<file path="config.mk">
export PLATFORM = sky130hd
export DESIGN_NAME = tdc_spi_master_burst
export DESIGN_NICKNAME = d
export VERILOG_FILES = /design/src/rtl/tdc_spi_master_burst.sv
export SDC_FILE = /design/constraint.sdc
export NUM_CORES = 1
export LEC_CHECK = 0
export ABC_AREA = 1
export CORE_UTILIZATION = 35
export CTS_BUF_LIST = sky130_fd_sc_hd__clkbuf_16
export DETAILED_ROUTE_END_ITERATION = 8
export PLACE_DENSITY = 0.64
export SLEW_MARGIN = 40
export SYNTH_ARGS = -nofsm -noshare
export SYNTH_HDL_FRONTEND = slang
export SYNTH_SLANG_ARGS = --single-unit
</file>
<file path="constraint.sdc">
create_clock -name clk -period 1.45 [get_ports clk]
set_clock_uncertainty 0.05 [all_clocks]
set_input_delay 0.145 -clock clk [delete_from_list [all_inputs] [get_ports clk]]
set_output_delay 0.145 -clock clk [all_outputs]
set_load 0.02 [all_outputs]
</file>
<file path="src/rtl/tdc_spi_master_burst.sv">
// SPI master for the TDC register/result port.
// Configurable word width, SPI mode, CS timing, CS-held bursts and abort.
module tdc_spi_master_burst #(
  parameter int DATA_W   = 8,
  parameter int CLK_DIV  = 4,
  parameter bit CPOL     = 1'b0,
  parameter bit CPHA     = 1'b0,
  parameter int CS_SETUP = 2,
  parameter int CS_HOLD  = 2,
  parameter int CS_IDLE  = 2
) (
  input  logic              clk,
  input  logic              rst,
  input  logic              start,
  input  logic [DATA_W-1:0] data_in,
  input  logic              cs_hold,
  input  logic              abort,
  input  logic              miso,
  output logic              sck,
  output logic              mosi,
  output logic              cs_n,
  output logic [DATA_W-1:0] data_out,
  output logic              data_valid,
  output logic              busy
);
  localparam int HALF = CLK_DIV / 2;
  localparam int CM1 = (CS_SETUP > CS_HOLD) ? CS_SETUP : CS_HOLD;
  localparam int CMAX = (CM1 > CS_IDLE) ? CM1 : CS_IDLE;
  localparam int CW = $clog2(CMAX + 1);
  localparam int PW = $clog2(CLK_DIV);
  localparam int BW = $clog2(DATA_W);

  typedef enum logic [2:0] {
    IDLE, SETUP, SHIFT, HOLD, GAP
  } state_t;

  state_t            state;
  logic [CW-1:0]     cnt;
  logic [PW-1:0]     ph;
  logic [BW-1:0]     bitn;
  logic [DATA_W-1:0] tx;
  logic [DATA_W-1:0] rx;
  logic              hold_q;
  logic              ph_mid;
  logic              ph_end;
  logic              last;

  assign ph_mid = (ph == PW'(HALF - 1));
  assign ph_end = (ph == PW'(CLK_DIV - 1));
  assign last   = (bitn == BW'(DATA_W - 1));

  always_ff @(posedge clk) begin
    if (!rst) begin
      state      <= IDLE;
      cs_n       <= 1'b1;
      sck        <= CPOL;
      mosi       <= 1'b0;
      data_out   <= '0;
      data_valid <= 1'b0;
      busy       <= 1'b0;
      cnt        <= '0;
      ph         <= '0;
      bitn       <= '0;
      tx         <= '0;
      rx         <= '0;
      hold_q     <= 1'b0;
    end else begin
      data_valid <= 1'b0;
      unique case (state)
        IDLE: begin
          if (abort) begin
            if (!cs_n) begin
              state <= HOLD;
              cnt   <= CW'(CS_HOLD - 1);
              busy  <= 1'b1;
            end
          end else if (start) begin
            busy   <= 1'b1;
            hold_q <= cs_hold;
            tx     <= data_in;
            ph     <= '0;
            bitn   <= '0;
            // MSB goes out now unless CPHA=1 defers it to the first leading edge
            if (!CPHA || !cs_n) begin
              mosi <= data_in[DATA_W-1];
              tx   <= data_in << 1;
            end
            if (cs_n) begin
              cs_n  <= 1'b0;
              state <= SETUP;
              cnt   <= CW'(CS_SETUP - 1);
            end else begin
              state <= SHIFT;
              sck   <= ~CPOL;
            end
          end
        end
        SETUP: begin
          if (abort) begin
            state <= HOLD;
            cnt   <= CW'(CS_HOLD - 1);
            sck   <= CPOL;
          end else if (cnt == '0) begin
            state <= SHIFT;
            sck   <= ~CPOL;
            if (CPHA) begin
              mosi <= tx[DATA_W-1];
              tx   <= tx << 1;
            end
          end else begin
            cnt <= cnt - 1'b1;
          end
        end
        SHIFT: begin
          if (abort) begin
            state <= HOLD;
            cnt   <= CW'(CS_HOLD - 1);
            sck   <= CPOL;
          end else if (ph_mid) begin
            sck <= CPOL;
            rx  <= {rx[DATA_W-2:0], miso};
            ph  <= ph + 1'b1;
            if (!CPHA) begin
              mosi <= tx[DATA_W-1];
              tx   <= tx << 1;
            end
          end else if (ph_end) begin
            ph <= '0;
            if (last) begin
              data_out   <= rx;
              data_valid <= 1'b1;
              if (hold_q) begin
                state <= IDLE;
                busy  <= 1'b0;
              end else begin
                state <= HOLD;
                cnt   <= CW'(CS_HOLD - 1);
              end
            end else begin
              bitn <= bitn + 1'b1;
              sck  <= ~CPOL;
              if (CPHA) begin
                mosi <= tx[DATA_W-1];
                tx   <= tx << 1;
              end
            end
          end else begin
            ph <= ph + 1'b1;
          end
        end
        HOLD: begin
          if (cnt == '0) begin
            cs_n  <= 1'b1;
            state <= GAP;
            cnt   <= CW'(CS_IDLE - 1);
          end else begin
            cnt <= cnt - 1'b1;
          end
        end
        GAP: begin
          if (cnt == '0) begin
            state <= IDLE;
            busy  <= 1'b0;
          end else begin
            cnt <= cnt - 1'b1;
          end
        end
        default: state <= IDLE;
      endcase
    end
  end
endmodule

</file>
==> flow_summary.yaml, run 1 <==
timing:
  shortest_period_the_worst_path_allows_ps: 1430
  finalSetupViolations: 0
  hold_violations: 0
  final.period_utilization: 0.985
  unrepaired_setup_endpoints_after_global_routing: "true"
  timing_max_transition_violations_final: 0
  timing.slew.headroom: 0.752
  max_freq_mhz: 700
  least_margin_pin_slew_ps: 369
route:
  dr.first_iter.drc_count: 189
  wirelength_mm: 5.46
  first_pass_iters: 4
  post_drt_via_cell_ratio: 4.88
  wl_per_cell_um: 12.5
  ant_nets: 0
  detail_route.drc_violations: 0
  num_vias: 2139
floorplanning:
  rows: 27
  fp.coreArea_mm2: 0.00554
  ioPinCount: 27
  die_w_um: 77.8
  start_util: 0.363
  floorplan.die_area_mm2: 0.00606
  fp.dieH_um: 77.8
cells_and_area:
  postLayoutCellArea_mm2: 0.00305
  layout.cells.most_common_list: "sky130_fd_sc_hd__nand2_1 (67), sky130_fd_sc_hd__nor2_1 (39), sky130_fd_sc_hd__dfxtp_1 (31), sky130_fd_sc_hd__buf_4 (29), sky130_fd_sc_hd__a21oi_1 (24)"
  insertedDiodeCount: 0
  most_frequent_standard_cell_in_the_layout_excluding_fill_and_tap_cells: "sky130_fd_sc_hd__nand2_1"
  final_core_util: 0.550
  final_layout_size_suffix_gt1_frac: 0.281
  synthToLayoutAreaGrowth_pct: 51.4
  nNetsFinal: 384
  fillers: 517
logic_synthesis:
  synth.cell_area_mm2: 0.00201
  synthesized_area_fraction_occupied_by_xor_and_xnor_cells: 0
  netlist_instances: 302
  synth-simple-area-share: 0.330
  ys_ff_latch: 39
  yosys-mux-area-fraction: 0
  synth_top_family_by_area: "simple AND/OR/NAND/NOR gates"
  distinct_cell_type_count_of_the_synthesized_netlist: 27
  synth_compound_gate_area_share: 0.157
  synthAdderAreaFrac: 0.0311
  seq_area_frac_synth: 0.388
  synth_area_per_cell_um2: 6.66
  postSynthNetCount: 321
  synthesis.yosys.warnings: 0
global_routing:
  globalRouteOverflowTotal: 0
  grt_max_degree: 20
  antenna_found_initial: 0
  grt_pass1_wl_mm: 8.77
  grt_use_total: 0.185
  via_count_of_the_first_global_routing_pass: 2013
placement:
  placed_area_mm2: 0.00254
  io_buffers: 26
  hpwlAfterDp_mm: 3.65
  gp_congestion: 0.937
clocking:
  root_buffer: "sky130_fd_sc_hd__clkbuf_16"
  worst_skew_pair.late_latency_ps: 280
  clock_sink_count: 39
  cts.clk_slew.worst_paths_ps: 60
  tritoncts: "done"
  cts-htree-levels: 2
  number_of_buffers_created_by_cts: 5
  cts.path.max_buffers: 2
flow_run:
  cap_violations: 0
critical_path:
  cp.required_ps: 1570
  cp-end-kind: "register"
  critical_path.startpoint_type: "register"
  worstPathMaxFanout: 10
  timing_worst_setup_path_type: "reg -> reg"
  critical_path_arrival_ps: 1550
power:
  power_per_cell_area_mw_per_mm2: 1630
  leakagePower_uw: 0.00139
  worst_ir_drop_vdd_v: 0.000797
outcome:
  status: "finished, final reports clean"
hold_path:
  hp-class: "in -> reg"
kinds of logic after synthesis:
group	after synthesis
compound gates	59
buf+inv	41
fa+ha+maj	5
simple gates	158
flops	39
path summary, 6_finish.rpt:
kind	start	end	slack (ps)	cells after the start
max	state[2]$_SDFFE_PN0P_	ph[1]$_SDFFE_PN0P_	20	9
min	data_in[0]	tx[1]$_SDFFE_PN0P_	390	3
max reg2reg	state[2]$_SDFFE_PN0P_	ph[1]$_SDFFE_PN0P_	20	9
min reg2reg	sck$_SDFFE_PN0P_	sck$_SDFFE_PN0P_	400	2
critical path, stage by stage (launching register included):
cell and delay (ps):
sky130_fd_sc_hd__dfxtp_2 320, sky130_fd_sc_hd__inv_2 90, sky130_fd_sc_hd__buf_4 140, sky130_fd_sc_hd__nand2_2 60
sky130_fd_sc_hd__inv_2 80, sky130_fd_sc_hd__nand2_2 70, sky130_fd_sc_hd__o21ai_4 130, sky130_fd_sc_hd__buf_12 170
sky130_fd_sc_hd__nor2_1 50, sky130_fd_sc_hd__o21a_1 160
sequential cells by signal, indices dropped and copies added (netlist names):
signal,count
ph,2
mosi,1
cnt,2
data_valid,1
data_out,8
sck,1
rx,8
bitn,3
busy,1
hold_q,1
cs_n,1
state,3
tx,7
cells in the mapped netlist:
cell,count,area [um^2]
sky130_fd_sc_hd__nand4_1,1,6.26
sky130_fd_sc_hd__o21ai_0,27,135
sky130_fd_sc_hd__nor2_4,1,11.3
sky130_fd_sc_hd__or2_2,1,6.26
sky130_fd_sc_hd__nand3_2,1,10.0
sky130_fd_sc_hd__o31ai_1,1,7.51
sky130_fd_sc_hd__buf_4,2,15.0
sky130_fd_sc_hd__inv_1,25,93.8
sky130_fd_sc_hd__nor3_1,2,10.0
sky130_fd_sc_hd__o21ai_4,1,16.3
sky130_fd_sc_hd__o21a_1,1,7.51
sky130_fd_sc_hd__buf_6,3,33.8
sky130_fd_sc_hd__nor2_2,1,6.26
sky130_fd_sc_hd__ha_1,5,62.6
sky130_fd_sc_hd__clkinv_1,1,3.75
sky130_fd_sc_hd__inv_2,3,11.3
sky130_fd_sc_hd__nand3_1,27,135
sky130_fd_sc_hd__o211ai_1,2,15.0
sky130_fd_sc_hd__clkinv_2,1,5.00
sky130_fd_sc_hd__a21oi_1,27,135
sky130_fd_sc_hd__nand2_2,3,18.8
sky130_fd_sc_hd__nor2_1,47,176
sky130_fd_sc_hd__nand2_1,73,274
sky130_fd_sc_hd__clkbuf_1,4,15.0
sky130_fd_sc_hd__nor3_2,1,10.0
sky130_fd_sc_hd__buf_2,2,10.0
sky130_fd_sc_hd__dfxtp_1,39,781
layer usage:
metal	up-vias	routed length [um]	track usage
li1	1105	-	-
met5	-	0	0
met1	973	2440	0.223
met4	0	88	0.0792
met2	51	2680	0.315
met3	10	251	0.0388
through the flow:
| step | instances | total power [uW] | setup slack, ps | setup TNS, ps | hold WS [ps] |
|---|---|---|---|---|---|
| after CTS | 433 | 4620 | 1.67 | 0 | 392 |
| after floorplan | 302 | 2600 | -11.6 | -23.3 | 258 |
| after global routing | 438 | 5320 | -48.9 | -353 | 433 |
| after detailed placement | 422 | 3210 | -304 | -5820 | 392 |
| final | 438 | 4970 | 21.8 | 0 | 394 |
| after global placement | 422 | 3190 | -283 | -5480 | 385 |
timing repair:
item,in CTS,in global routing
setup buffers,3,4
gates resized for setup,23,62
cloned,1,1
hold buffers,0,0
endpoints found under the setup margin,33,39
endpoints found under the hold margin,0,0
pin swaps,4,20
cell type report:
class                   instances  area [um^2]  share of cell area
clock inverters                 3         42.5              0.0140
inverters                      30          116              0.0382
well taps                      72         90.1              0.0296
flip-flops and latches         39          796               0.261
repair buffers                 67          641               0.210
multi-input cells             222         1230               0.406
clock buffers                   5          125              0.0411
where the power goes:
| part | switching [uW] | internal, uW |
|---|---|---|
| logic | 1250 | 1050 |
| clock network | 430 | 811 |
| registers | 157 | 1270 |
| total | 1840 | 3130 |
Power figures use the tool's default switching activity.
==> inputs of run 2 (changes only) <==
--- a/config.mk
+++ b/config.mk
@@ -6,9 +6,11 @@
 export NUM_CORES = 1
 export LEC_CHECK = 0
 export ABC_AREA = 1
+export CAP_MARGIN = 25
 export CORE_UTILIZATION = 35
 export CTS_BUF_LIST = sky130_fd_sc_hd__clkbuf_16
 export DETAILED_ROUTE_END_ITERATION = 8
+export GPL_TIMING_DRIVEN = 0
 export PLACE_DENSITY = 0.64
 export SLEW_MARGIN = 40
 export SYNTH_ARGS = -nofsm -noshare
==> flow_summary.yaml, run 2 (same netlist as run 1, synthesis figures left out) <==
outcome:
  status: "finished, violations left"
  failed_checks: "negative setup slack"
floorplanning:
  start_util: 0.363
  floorplan.die_area_mm2: 0.00606
  rows: 27
  die_w_um: 77.8
  fp.coreArea_mm2: 0.00554
  ioPinCount: 27
  fp.dieH_um: 77.8
timing:
  hold_violations: 0
  unrepaired_setup_endpoints_after_global_routing: "true"
  finalSetupViolations: 21
  fin_tns_setup_ps: -604
  timing_max_transition_violations_final: 0
  least_margin_pin_slew_ps: 546
  max_freq_mhz: 665
  setup_ws_ps: -54.6
  final.period_utilization: 1.04
  shortest_period_the_worst_path_allows_ps: 1500
  timing.slew.headroom: 0.636
critical_path:
  critPathTopFamily: "compound AO/OA/AOI/OAI gates"
  cp-end-kind: "register"
  critical_path_buf_inv_count: 3
  worst_path_max_delay_cell: "sky130_fd_sc_hd__dfxtp_4"
  timing_worst_setup_path_type: "reg -> reg"
  path_cells: "inv_6, nand3_4, buf_6, o21ai_4, buf_6, nor2_2, o21a_1"
  worst_reg_to_reg_path_cell_count: 7
  critical_path.startpoint_type: "register"
  cp_num_cells: 7
  crit_path_max_incr_delay_ps: 370
  worst_path_most_repeated_cell: "sky130_fd_sc_hd__buf_6"
  flop_to_flop_setup_slack_ps: -50
  worstPathMaxFanout: 6
  critical_path_arrival_ps: 1630
  cp.required_ps: 1570
placement:
  io_buffers: 24
  hpwlAfterDp_mm: 3.34
  gp_congestion: 0.865
  placement.setup.worst_slack_ps: -303
route:
  detail_route.drc_violations: 0
  ant_nets: 0
  num_vias: 2191
  post_drt_via_cell_ratio: 5.12
  wl_per_cell_um: 14.5
  first_pass_iters: 5
  wirelength_mm: 6.21
  dr.first_iter.drc_count: 221
power:
  leakagePower_uw: 0.00139
  worst_ir_drop_vdd_v: 0.000659
  power_per_cell_area_mw_per_mm2: 1740
cells_and_area:
  area.sequential_um2: 800
  layout.cells.most_common_list: "sky130_fd_sc_hd__nand2_1 (67), sky130_fd_sc_hd__nor2_1 (36), sky130_fd_sc_hd__dfxtp_1 (32), sky130_fd_sc_hd__inv_1 (22), sky130_fd_sc_hd__clkdlybuf4s50_1 (21)"
  reg_top3: "data_out x8, rx x8, tx x7"
  final_layout_size_suffix_gt1_frac: 0.315
  nNetsFinal: 374
  synthToLayoutAreaGrowth_pct: 54.6
  most_frequent_standard_cell_in_the_layout_excluding_fill_and_tap_cells: "sky130_fd_sc_hd__nand2_1"
  area_of_combinational_cells_with_multiple_inputs_mm2: 0.00136
  insertedDiodeCount: 0
  fillers: 506
hold_path:
  hp-class: "in -> reg"
  hold-path-cell-count: 3
clocking:
  tritoncts: "done"
  number_of_buffers_created_by_cts: 5
  cts.clk_slew.worst_paths_ps: 60
  cts.path.max_buffers: 2
  cts-htree-levels: 2
  root_buffer: "sky130_fd_sc_hd__clkbuf_16"
  clock_sink_count: 39
  worst_skew_pair.late_latency_ps: 290
global_routing:
  grt_use_total: 0.188
  grt_pass1_wl_mm: 8.81
  via_count_of_the_first_global_routing_pass: 1896
  grt_max_degree: 13
  globalRouteOverflowTotal: 0
  antenna_found_initial: 0
flow_run:
  cap_violations: 0
## run 2: cell types whose count changed in the layout (fill, tap and decap cells not counted), sizes merged
cell,previous run,this run
buf,41,29
bufinv,1,2
clkbuf,5,9
clkdlybuf4s50,22,21
clkinv,3,2
dlymetal6s2s,4,3
## run 2: path summary, 6_finish.rpt
| check | from | end |
|---|---|---|
| worst max-delay path | state[2]$_SDFFE_PN0P_ | ph[1]$_SDFFE_PN0P_ |
| worst min-delay path | rst | rx[3]$_SDFFE_PN0P_ |
| worst max register to register | state[2]$_SDFFE_PN0P_ | ph[1]$_SDFFE_PN0P_ |
| worst min register to register | tx[6]$_SDFFE_PN0P_ | tx[6]$_SDFFE_PN0P_ |
## run 2: tightest hold or removal path: cells and delay by family
family                 cells  cell delay (ps)
buffers and inverters      1              220
AO/OA/AOI/OAI              2              160
## run 2: power by group
group	leakage (uW)	internal [uW]	total (uW)	switching (uW)
Sequential	0.000321	1270	1470	196
Clock	0.0000952	980	1430	449
Combinational	0.000972	1070	2510	1440
Total	0.00139	3320	5410	2090
## run 2: area by class of cell
class                      instances  area share
tap                               72      0.0290
buffer                            10      0.0298
multi-input combinational        222       0.438
timing repair buffer              47       0.144
sequential                        39       0.257
clock inverter                     3      0.0205
clock buffer                       5      0.0402
inverter                          30      0.0418
## run 2: layer usage
layer  wire (um)  track usage  up-vias
li1            -            -     1080
met1        2660        0.237      998
met2        3040        0.304       92
met3         341       0.0435       21
met4         171       0.0830        0
met5           0            0        -
## run 2: timing repair
| action | 4_1_cts | 5_1_grt |
|---|---|---|
| hold buffers | 0 | 0 |
| pin swaps | 11 | 24 |
| gates cloned | 2 | 1 |
| gates resized for setup | 40 | 80 |
| buffers inserted | 11 | 9 |
| endpoints found under the setup margin | 34 | 37 |
## run 2: stage by stage
stage	cells	area, um^2	hold WS [ps]	utilization	total power [uW]
6_report	428	3110	233	0.561	5410
5_1_grt	428	3110	249	0.561	5680
4_1_cts	419	2770	221	0.500	4780
3_5_place_dp	398	2350	402	0.424	3000
3_3_place_gp	398	2350	387	0.424	2990
2_1_floorplan	302	2020	258	-	2600
==> inputs of run 3 (changes only) <==
--- a/config.mk
+++ b/config.mk
@@ -12,7 +12,7 @@
 export DETAILED_ROUTE_END_ITERATION = 8
 export GPL_TIMING_DRIVEN = 0
 export PLACE_DENSITY = 0.64
-export SLEW_MARGIN = 40
+export SLEW_MARGIN = 10
 export SYNTH_ARGS = -nofsm -noshare
 export SYNTH_HDL_FRONTEND = slang
 export SYNTH_SLANG_ARGS = --single-unit
==> results of run 3 <==
The final DEF is identical to that of run 2; final timing and power are the same.
